`config.mk`:
```
export PLATFORM = sky130hd
export DESIGN_NAME = clock_time_ctrl_flat
export DESIGN_NICKNAME = d
export VERILOG_FILES = /design/src/rtl/clock_time_ctrl_if.sv /design/src/rtl/clock_time_ctrl.sv /design/src/flat_wrapper.sv
export SDC_FILE = /design/constraint.sdc
export NUM_CORES = 1
export LEC_CHECK = 0
export CAP_MARGIN = 20
export CORE_MARGIN = 2
export CORE_UTILIZATION = 41
export CTS_CLUSTER_DIAMETER = 60
export DETAILED_ROUTE_END_ITERATION = 16
export GPL_TIMING_DRIVEN = 0
export PLACE_DENSITY = 0.66
export SYNTH_ARGS = -nofsm -noshare
export SYNTH_HDL_FRONTEND = slang
export SYNTH_SLANG_ARGS = --single-unit
```
`constraint.sdc`:
```
create_clock -name clk -period 5.7 [get_ports clk]
set_input_delay 0.855 -clock clk [delete_from_list [all_inputs] [get_ports clk]]
set_output_delay 0.855 -clock clk [all_outputs]
set_load 0.01 [all_outputs]
```
`src/rtl/clock_time_ctrl_if.sv`:
```
// Handshake bundle between the timekeeping controller and its divider/button/display neighbours.
// master drives strobes and buttons and watches the time; slave is the controller.
interface clock_time_ctrl_if;
   logic       ms_tick;
   logic       btn_mode;
   logic       btn_inc;
   logic [7:0] hours;
   logic [7:0] minutes;
   logic [7:0] seconds;
   logic [2:0] mode;
   logic       sec_pulse;
   logic       blink;
   logic       alarm;

   modport master (
      output ms_tick, btn_mode, btn_inc,
      input  hours, minutes, seconds, mode, sec_pulse, blink, alarm
   );

   modport slave (
      input  ms_tick, btn_mode, btn_inc,
      output hours, minutes, seconds, mode, sec_pulse, blink, alarm
   );
endinterface

```
`src/rtl/clock_time_ctrl.sv`:
```
// BCD HH:MM:SS timekeeping and set-mode FSM; every output registered, one cycle after its cause, no backpressure.
// Optional alarm (extra SET_ALM_H/SET_ALM_M states, alarm output) is built when CLOCK_ALARM_EN is defined.
module clock_time_ctrl #(
   parameter int TICKS_PER_SEC = 1000,
   parameter int SUB_W         = 10
) (
   input  logic             clk,
   input  logic             rst,
   clock_time_ctrl_if.slave ctrl_if
);
   typedef enum logic [2:0] {
      RUN       = 3'b000,
      SET_HOUR  = 3'b001,
      SET_MIN   = 3'b010,
      SET_ALM_H = 3'b011,
      SET_ALM_M = 3'b100
   } mode_e;

   localparam logic [SUB_W-1:0] SUB_LAST = SUB_W'(TICKS_PER_SEC - 1);
   localparam logic [SUB_W-1:0] SUB_HALF = SUB_W'(TICKS_PER_SEC / 2);

   mode_e            mode_q, mode_d;
   logic [SUB_W-1:0] sub_q, sub_d, sub_wrap;
   logic [7:0]       hr_q, hr_d, min_q, min_d, sec_q, sec_d;
   logic             pulse_q, pulse_d, blink_q, blink_d;
   logic             sec_roll;
`ifdef CLOCK_ALARM_EN
   logic [7:0]       alm_h_q, alm_h_d, alm_m_q, alm_m_d;
   logic [7:0]       disp_h_q, disp_m_q;
   logic             alarm_q, alarm_d;
   logic             show_alm;
`endif

   function automatic logic [7:0] bcd_inc(input logic [7:0] v, input logic [7:0] max);
      if (v == max) return 8'h00;
      if (v[3:0] == 4'd9) return {v[7:4] + 4'd1, 4'd0};
      return {v[7:4], v[3:0] + 4'd1};
   endfunction

   function automatic mode_e next_set(input mode_e m);
      case (m)
         SET_HOUR:  return SET_MIN;
`ifdef CLOCK_ALARM_EN
         SET_MIN:   return SET_ALM_H;
         SET_ALM_H: return SET_ALM_M;
`endif
         default:   return RUN;
      endcase
   endfunction

   assign sub_wrap = (sub_q == SUB_LAST) ? '0 : sub_q + SUB_W'(1);
   // A mode press in RUN swallows a coincident tick.
   assign sec_roll = (mode_q == RUN) && !ctrl_if.btn_mode && ctrl_if.ms_tick && (sub_q == SUB_LAST);

   always_comb begin
      mode_d  = mode_q;
      sub_d   = sub_q;
      hr_d    = hr_q;
      min_d   = min_q;
      sec_d   = sec_q;
      pulse_d = 1'b0;
      blink_d = blink_q;
`ifdef CLOCK_ALARM_EN
      alm_h_d = alm_h_q;
      alm_m_d = alm_m_q;
      alarm_d = alarm_q;
`endif
      case (mode_q)
         RUN: begin
            blink_d = 1'b0;
            if (ctrl_if.btn_mode) begin
               mode_d  = SET_HOUR;
               sub_d   = '0;
               blink_d = 1'b1;
`ifdef CLOCK_ALARM_EN
               alarm_d = 1'b0;
`endif
            end else begin
               if (ctrl_if.ms_tick) sub_d = sub_wrap;
               if (sec_roll) begin
                  pulse_d = 1'b1;
                  sec_d   = bcd_inc(sec_q, 8'h59);
                  if (sec_q == 8'h59) begin
                     min_d = bcd_inc(min_q, 8'h59);
                     if (min_q == 8'h59) hr_d = bcd_inc(hr_q, 8'h23);
                  end
               end
`ifdef CLOCK_ALARM_EN
               if (sec_roll && sec_q == 8'h59 && hr_d == alm_h_q && min_d == alm_m_q)
                  alarm_d = 1'b1;
               else if (ctrl_if.btn_inc ||
                        (sec_roll && sec_q == 8'h59 && hr_q == alm_h_q && min_q == alm_m_q))
                  alarm_d = 1'b0;
`endif
            end
         end
         default: begin
            if (ctrl_if.btn_mode) begin
               sub_d  = '0;
               mode_d = next_set(mode_q);
               if (mode_d == RUN) begin
                  sec_d   = 8'h00;
                  blink_d = 1'b0;
               end else begin
                  blink_d = 1'b1;
               end
            end else if (ctrl_if.btn_inc) begin
               // Restart the blink phase so the edited digits stay lit.
               sub_d   = '0;
               blink_d = 1'b1;
               case (mode_q)
                  SET_HOUR:  hr_d    = bcd_inc(hr_q, 8'h23);
                  SET_MIN:   min_d   = bcd_inc(min_q, 8'h59);
`ifdef CLOCK_ALARM_EN
                  SET_ALM_H: alm_h_d = bcd_inc(alm_h_q, 8'h23);
                  SET_ALM_M: alm_m_d = bcd_inc(alm_m_q, 8'h59);
`endif
                  default: ;
               endcase
            end else if (ctrl_if.ms_tick) begin
               sub_d   = sub_wrap;
               blink_d = (sub_wrap < SUB_HALF);
            end
         end
      endcase
   end

`ifdef CLOCK_ALARM_EN
   assign show_alm = (mode_d == SET_ALM_H) || (mode_d == SET_ALM_M);
`endif

   always_ff @(posedge clk) begin
      if (rst) begin
         mode_q   <= RUN;
         sub_q    <= '0;
         hr_q     <= 8'h00;
         min_q    <= 8'h00;
         sec_q    <= 8'h00;
         pulse_q  <= 1'b0;
         blink_q  <= 1'b0;
`ifdef CLOCK_ALARM_EN
         alm_h_q  <= 8'h00;
         alm_m_q  <= 8'h00;
         disp_h_q <= 8'h00;
         disp_m_q <= 8'h00;
         alarm_q  <= 1'b0;
`endif
      end else begin
         mode_q   <= mode_d;
         sub_q    <= sub_d;
         hr_q     <= hr_d;
         min_q    <= min_d;
         sec_q    <= sec_d;
         pulse_q  <= pulse_d;
         blink_q  <= blink_d;
`ifdef CLOCK_ALARM_EN
         alm_h_q  <= alm_h_d;
         alm_m_q  <= alm_m_d;
         disp_h_q <= show_alm ? alm_h_d : hr_d;
         disp_m_q <= show_alm ? alm_m_d : min_d;
         alarm_q  <= alarm_d;
`endif
      end
   end

   assign ctrl_if.seconds   = sec_q;
   assign ctrl_if.mode      = mode_q;
   assign ctrl_if.sec_pulse = pulse_q;
   assign ctrl_if.blink     = blink_q;
`ifdef CLOCK_ALARM_EN
   assign ctrl_if.hours     = disp_h_q;
   assign ctrl_if.minutes   = disp_m_q;
   assign ctrl_if.alarm     = alarm_q;
`else
   assign ctrl_if.hours     = hr_q;
   assign ctrl_if.minutes   = min_q;
   assign ctrl_if.alarm     = 1'b0;
`endif
endmodule

```
`src/flat_wrapper.sv`:
```
// flat-port wrapper written by rule: the top's interface ports become plain ports
module clock_time_ctrl_flat 
#(
   parameter int TICKS_PER_SEC = 1000,
   parameter int SUB_W         = 10
)
  (clk, rst, ctrl_if_ms_tick, ctrl_if_btn_mode, ctrl_if_btn_inc, ctrl_if_hours, ctrl_if_minutes, ctrl_if_seconds, ctrl_if_mode, ctrl_if_sec_pulse, ctrl_if_blink, ctrl_if_alarm);
  clock_time_ctrl_if ctrl_if_i ();
  input  logic clk;
  input  logic rst;
  input wire logic [$bits(ctrl_if_i.ms_tick)-1:0] ctrl_if_ms_tick;
  input wire logic [$bits(ctrl_if_i.btn_mode)-1:0] ctrl_if_btn_mode;
  input wire logic [$bits(ctrl_if_i.btn_inc)-1:0] ctrl_if_btn_inc;
  output wire logic [$bits(ctrl_if_i.hours)-1:0] ctrl_if_hours;
  output wire logic [$bits(ctrl_if_i.minutes)-1:0] ctrl_if_minutes;
  output wire logic [$bits(ctrl_if_i.seconds)-1:0] ctrl_if_seconds;
  output wire logic [$bits(ctrl_if_i.mode)-1:0] ctrl_if_mode;
  output wire logic [$bits(ctrl_if_i.sec_pulse)-1:0] ctrl_if_sec_pulse;
  output wire logic [$bits(ctrl_if_i.blink)-1:0] ctrl_if_blink;
  output wire logic [$bits(ctrl_if_i.alarm)-1:0] ctrl_if_alarm;
  assign ctrl_if_i.ms_tick = ctrl_if_ms_tick;
  assign ctrl_if_i.btn_mode = ctrl_if_btn_mode;
  assign ctrl_if_i.btn_inc = ctrl_if_btn_inc;
  assign ctrl_if_hours = ctrl_if_i.hours;
  assign ctrl_if_minutes = ctrl_if_i.minutes;
  assign ctrl_if_seconds = ctrl_if_i.seconds;
  assign ctrl_if_mode = ctrl_if_i.mode;
  assign ctrl_if_sec_pulse = ctrl_if_i.sec_pulse;
  assign ctrl_if_blink = ctrl_if_i.blink;
  assign ctrl_if_alarm = ctrl_if_i.alarm;
  clock_time_ctrl #(.TICKS_PER_SEC(TICKS_PER_SEC), .SUB_W(SUB_W)) u_core (.clk(clk), .rst(rst), .ctrl_if(ctrl_if_i));
endmodule
```
==> impl_metrics.toml <==
[place]
dp_hpwl_microns = 4100
port-buffer-count = 31
dp_slack_ps = 2590
gp_congestion = 0.833

[power]
comb_power_share_pct = 9.5
power.density_nw_per_um2 = 177
intPower_mw = 0.383
total_leakage_power_nw = 1.04
switching_share_pct = 25.4
vdd_drop_max_mv = 0.104
power_frac_clock_pct = 37.8
seqPwrFrac_pct = 52.7
p_switching_mw = 0.130

[grt]
track_usage_pct = 19.1
antenna_found_initial = 0
grt_pass1_vias = 2132
grt_max_degree = 13
grt_pass1_wl_microns = 10000
grt_overflow = 0

[clocking]
htreeDepth = 2
cts_setup_buffers = 0
clkTransAtPathRegs_ps = 80
cts_hold_buf = 0
cts_resized = 0
cts_root_buffer = "clkbuf_8"
clk_latency_ps = 290
numCtsBuffers = 5
cts_tree = "built"
clockBufferDepth = 2
clkSinkCount = 38

[route]
wl_per_cell_microns = 14.0
post-route-drc-count = 0
dr.first_iter.drc_count = 145
wl_microns = 5720
ant_nets = 0
first_pass_iters = 4
vias = 2329
via_per_inst = 5.69

[sta]
hold_viol = 0
finalSetupTns_ps = 0
setup_viol = 0
min_period_ps = 2840
skew_ps = 6.01
tightest_slew_ps = 847
fmax_mhz = 352
worst_slack_ps = 2860
grt_setup_unrepaired = "false"
final_max_slew_viol_count = 0
maxSlewHeadroom_pct = 43.1
fin_crit_sh_pct = 49.8

[yosys]
ys.flop_type = "dfxtp_1"
netlist.area_leader.share_pct = 31.8
synth.area.top_cells = "dfxtp_1 (32%), ha_1 (6.8%), nor2_1 (5.6%)"
yosys.area.top_type = "dfxtp_1"
netlist_area_sq_um = 2390
synth_common_cells = "dfxtp_1 (38), nor2_1 (36), a21oi_1 (24)"
ys_seq_elements = 38
avgSynthCellArea_sq_um = 8.06
ys_types = 56
yosys_warnings = 0
synthCells = 297
synth_edf_count = 0
yosysMostFrequentCell = "dfxtp_1"
async_reset_ff_share_pct = 0
synth-seq-area-share_pct = 31.8

[critical_path]
arrival_ps = 3050
start_kind = "input pin"
r2r_cells = 7
crit_path_max_fanout = 9
path_class = "input pin to flop"
cp-end-kind = "flop"
crit_required_ps = 5920

[final_layout]
diodes = 0
fin_nets = 354
drive_gt1_share_pct = 8.31
multiInputGateArea_sq_um = 1490
fill_cells = 549
area_growth_pct = 20.9
seq_area_sq_um = 761

[floorplan]
core.rowCount = 27
io_pins = 35
die_w_microns = 80.4
die-area_sq_um = 6460
dieHeight_microns = 80.4
initial_core_util_pct = 42.9
core_sq_um = 5570

[worst_hold_path]
hp-class = "flop to flop"
whs_path_depth = 2

[outcome]
status = "finished clean"

[flow_run]
cap_violations = 0
## state kept, by name, summed over array words and instances, names as in the netlist
| name | cells |
|---|---|
| u_core.ctrl_if.hours | 8 |
| u_core.ctrl_if.sec_pulse | 1 |
| u_core.ctrl_if.mode | 2 |
| u_core.ctrl_if.seconds | 8 |
| u_core.ctrl_if.blink | 1 |
| u_core.sub_q | 10 |
| u_core.ctrl_if.minutes | 8 |
## logic make-up after synthesis
| group | count (synthesis) | share of synthesized area, % |
|---|---|---|
| AOI/OAI and AO/OA | 76 | 21.7 |
| xor gates and xnor gates | 2 | 0.732 |
| adders and majority gates | 13 | 6.80 |
| buffers and inverters | 33 | 6.22 |
| DFF | 38 | 31.8 |
| muxes | 6 | 2.51 |
| other | 1 | 0.157 |
| and+or+nand+nor | 128 | 30.1 |
## critical path, stage by stage
cell and delay, ps:
clkdlybuf4s50_1 560, nand4_1 280, nor4_4 420, a31oi_2 260, or4_1 530, a21oi_1 150
## per-stage QoR
step / total power, mW / cell area, sq um / hold WS, ps / util, % / instances
CTS: 0.522 / 2890 / 514 / 51.9 / 409
detailed placement: 0.326 / 2800 / 497 / 50.2 / 401
global route: 0.539 / 2890 / 527 / 51.9 / 409
global placement: 0.326 / 2800 / 484 / 50.2 / 401
finish: 0.513 / 2890 / 506 / 51.9 / 409
floorplan: 0.308 / 2400 / 503 / - / 298
## cell usage in the layout (no fill, tap or decap), drive strengths merged, types with 2 or more instances in the layout
cell type / Yosys / final
or4: 6 / 6
dfxtp: 38 / 38
a31o: 3 / 3
a41oi: 4 / 4
and3: 6 / 6
nand2b: 3 / 3
a211oi: 2 / 2
mux2i: 6 / 6
a311oi: 2 / 2
o31ai: 5 / 5
and4: 2 / 2
o311ai: 2 / 2
and3b: 3 / 3
nor4: 7 / 7
nand4: 7 / 7
nand4b: 5 / 5
a21oi: 24 / 24
nand3b: 2 / 2
nand2: 16 / 16
nor2: 36 / 36
ha: 13 / 13
or3: 3 / 3
clkdlybuf4s50: 0 / 31
a21o: 2 / 2
inv: 14 / 14
buf: 10 / 10
clkbuf: 9 / 15
nand3: 16 / 16
a21bo: 2 / 2
conb: 1 / 2
a31oi: 3 / 3
a2111oi: 2 / 2
and2: 2 / 2
o21ai: 18 / 18
nor3: 9 / 9
xor2: 2 / 2
## power by group through the flow
| stage | clock, mW | sequential (mW) | combinational, mW |
|---|---|---|---|
| floorplan | 0 | 0.277 | 0.0308 |
| global placement | 0 | 0.277 | 0.0490 |
| detailed placement | 0 | 0.277 | 0.0490 |
| CTS | 0.203 | 0.270 | 0.0492 |
| global route | 0.213 | 0.271 | 0.0553 |
| finish | 0.194 | 0.270 | 0.0489 |
## cell type report
class	count	area share [%]
clock buffers	6	2.85
plain buffers	19	3.33
repair buffers	31	10.7
well taps	72	3.11
inverters	14	1.82
clock inverters	2	0.433
flip-flops and latches	38	26.3
multi-input cells	227	51.4
## final timing paths
kind / from / to / slack, ps
worst max-delay path: ctrl_if_ms_tick / u_core.ctrl_if.hours[5]$_SDFFE_PP0P_ / 2860
worst min-delay path: u_core.ctrl_if.seconds[3]$_SDFFE_PP0P_ / u_core.ctrl_if.seconds[3]$_SDFFE_PP0P_ / 510
worst max register to register: u_core.sub_q[0]$_SDFF_PP0_ / u_core.ctrl_if.minutes[1]$_SDFFE_PP0P_ / 3140
worst min register to register: u_core.ctrl_if.seconds[3]$_SDFFE_PP0P_ / u_core.ctrl_if.seconds[3]$_SDFFE_PP0P_ / 510
## metal layers
| layer | up-vias | track usage [%] | share of wire, % |
|---|---|---|---|
| met5 | - | 0 | 0 |
| met4 | 0 | 4.58 | 0.54 |
| met3 | 2 | 3.15 | 3.3 |
| met2 | 42 | 29.4 | 45 |
| met1 | 1108 | 27.6 | 51 |
| li1 | 1177 | - | - |
(Power assumes the default switching activity.)
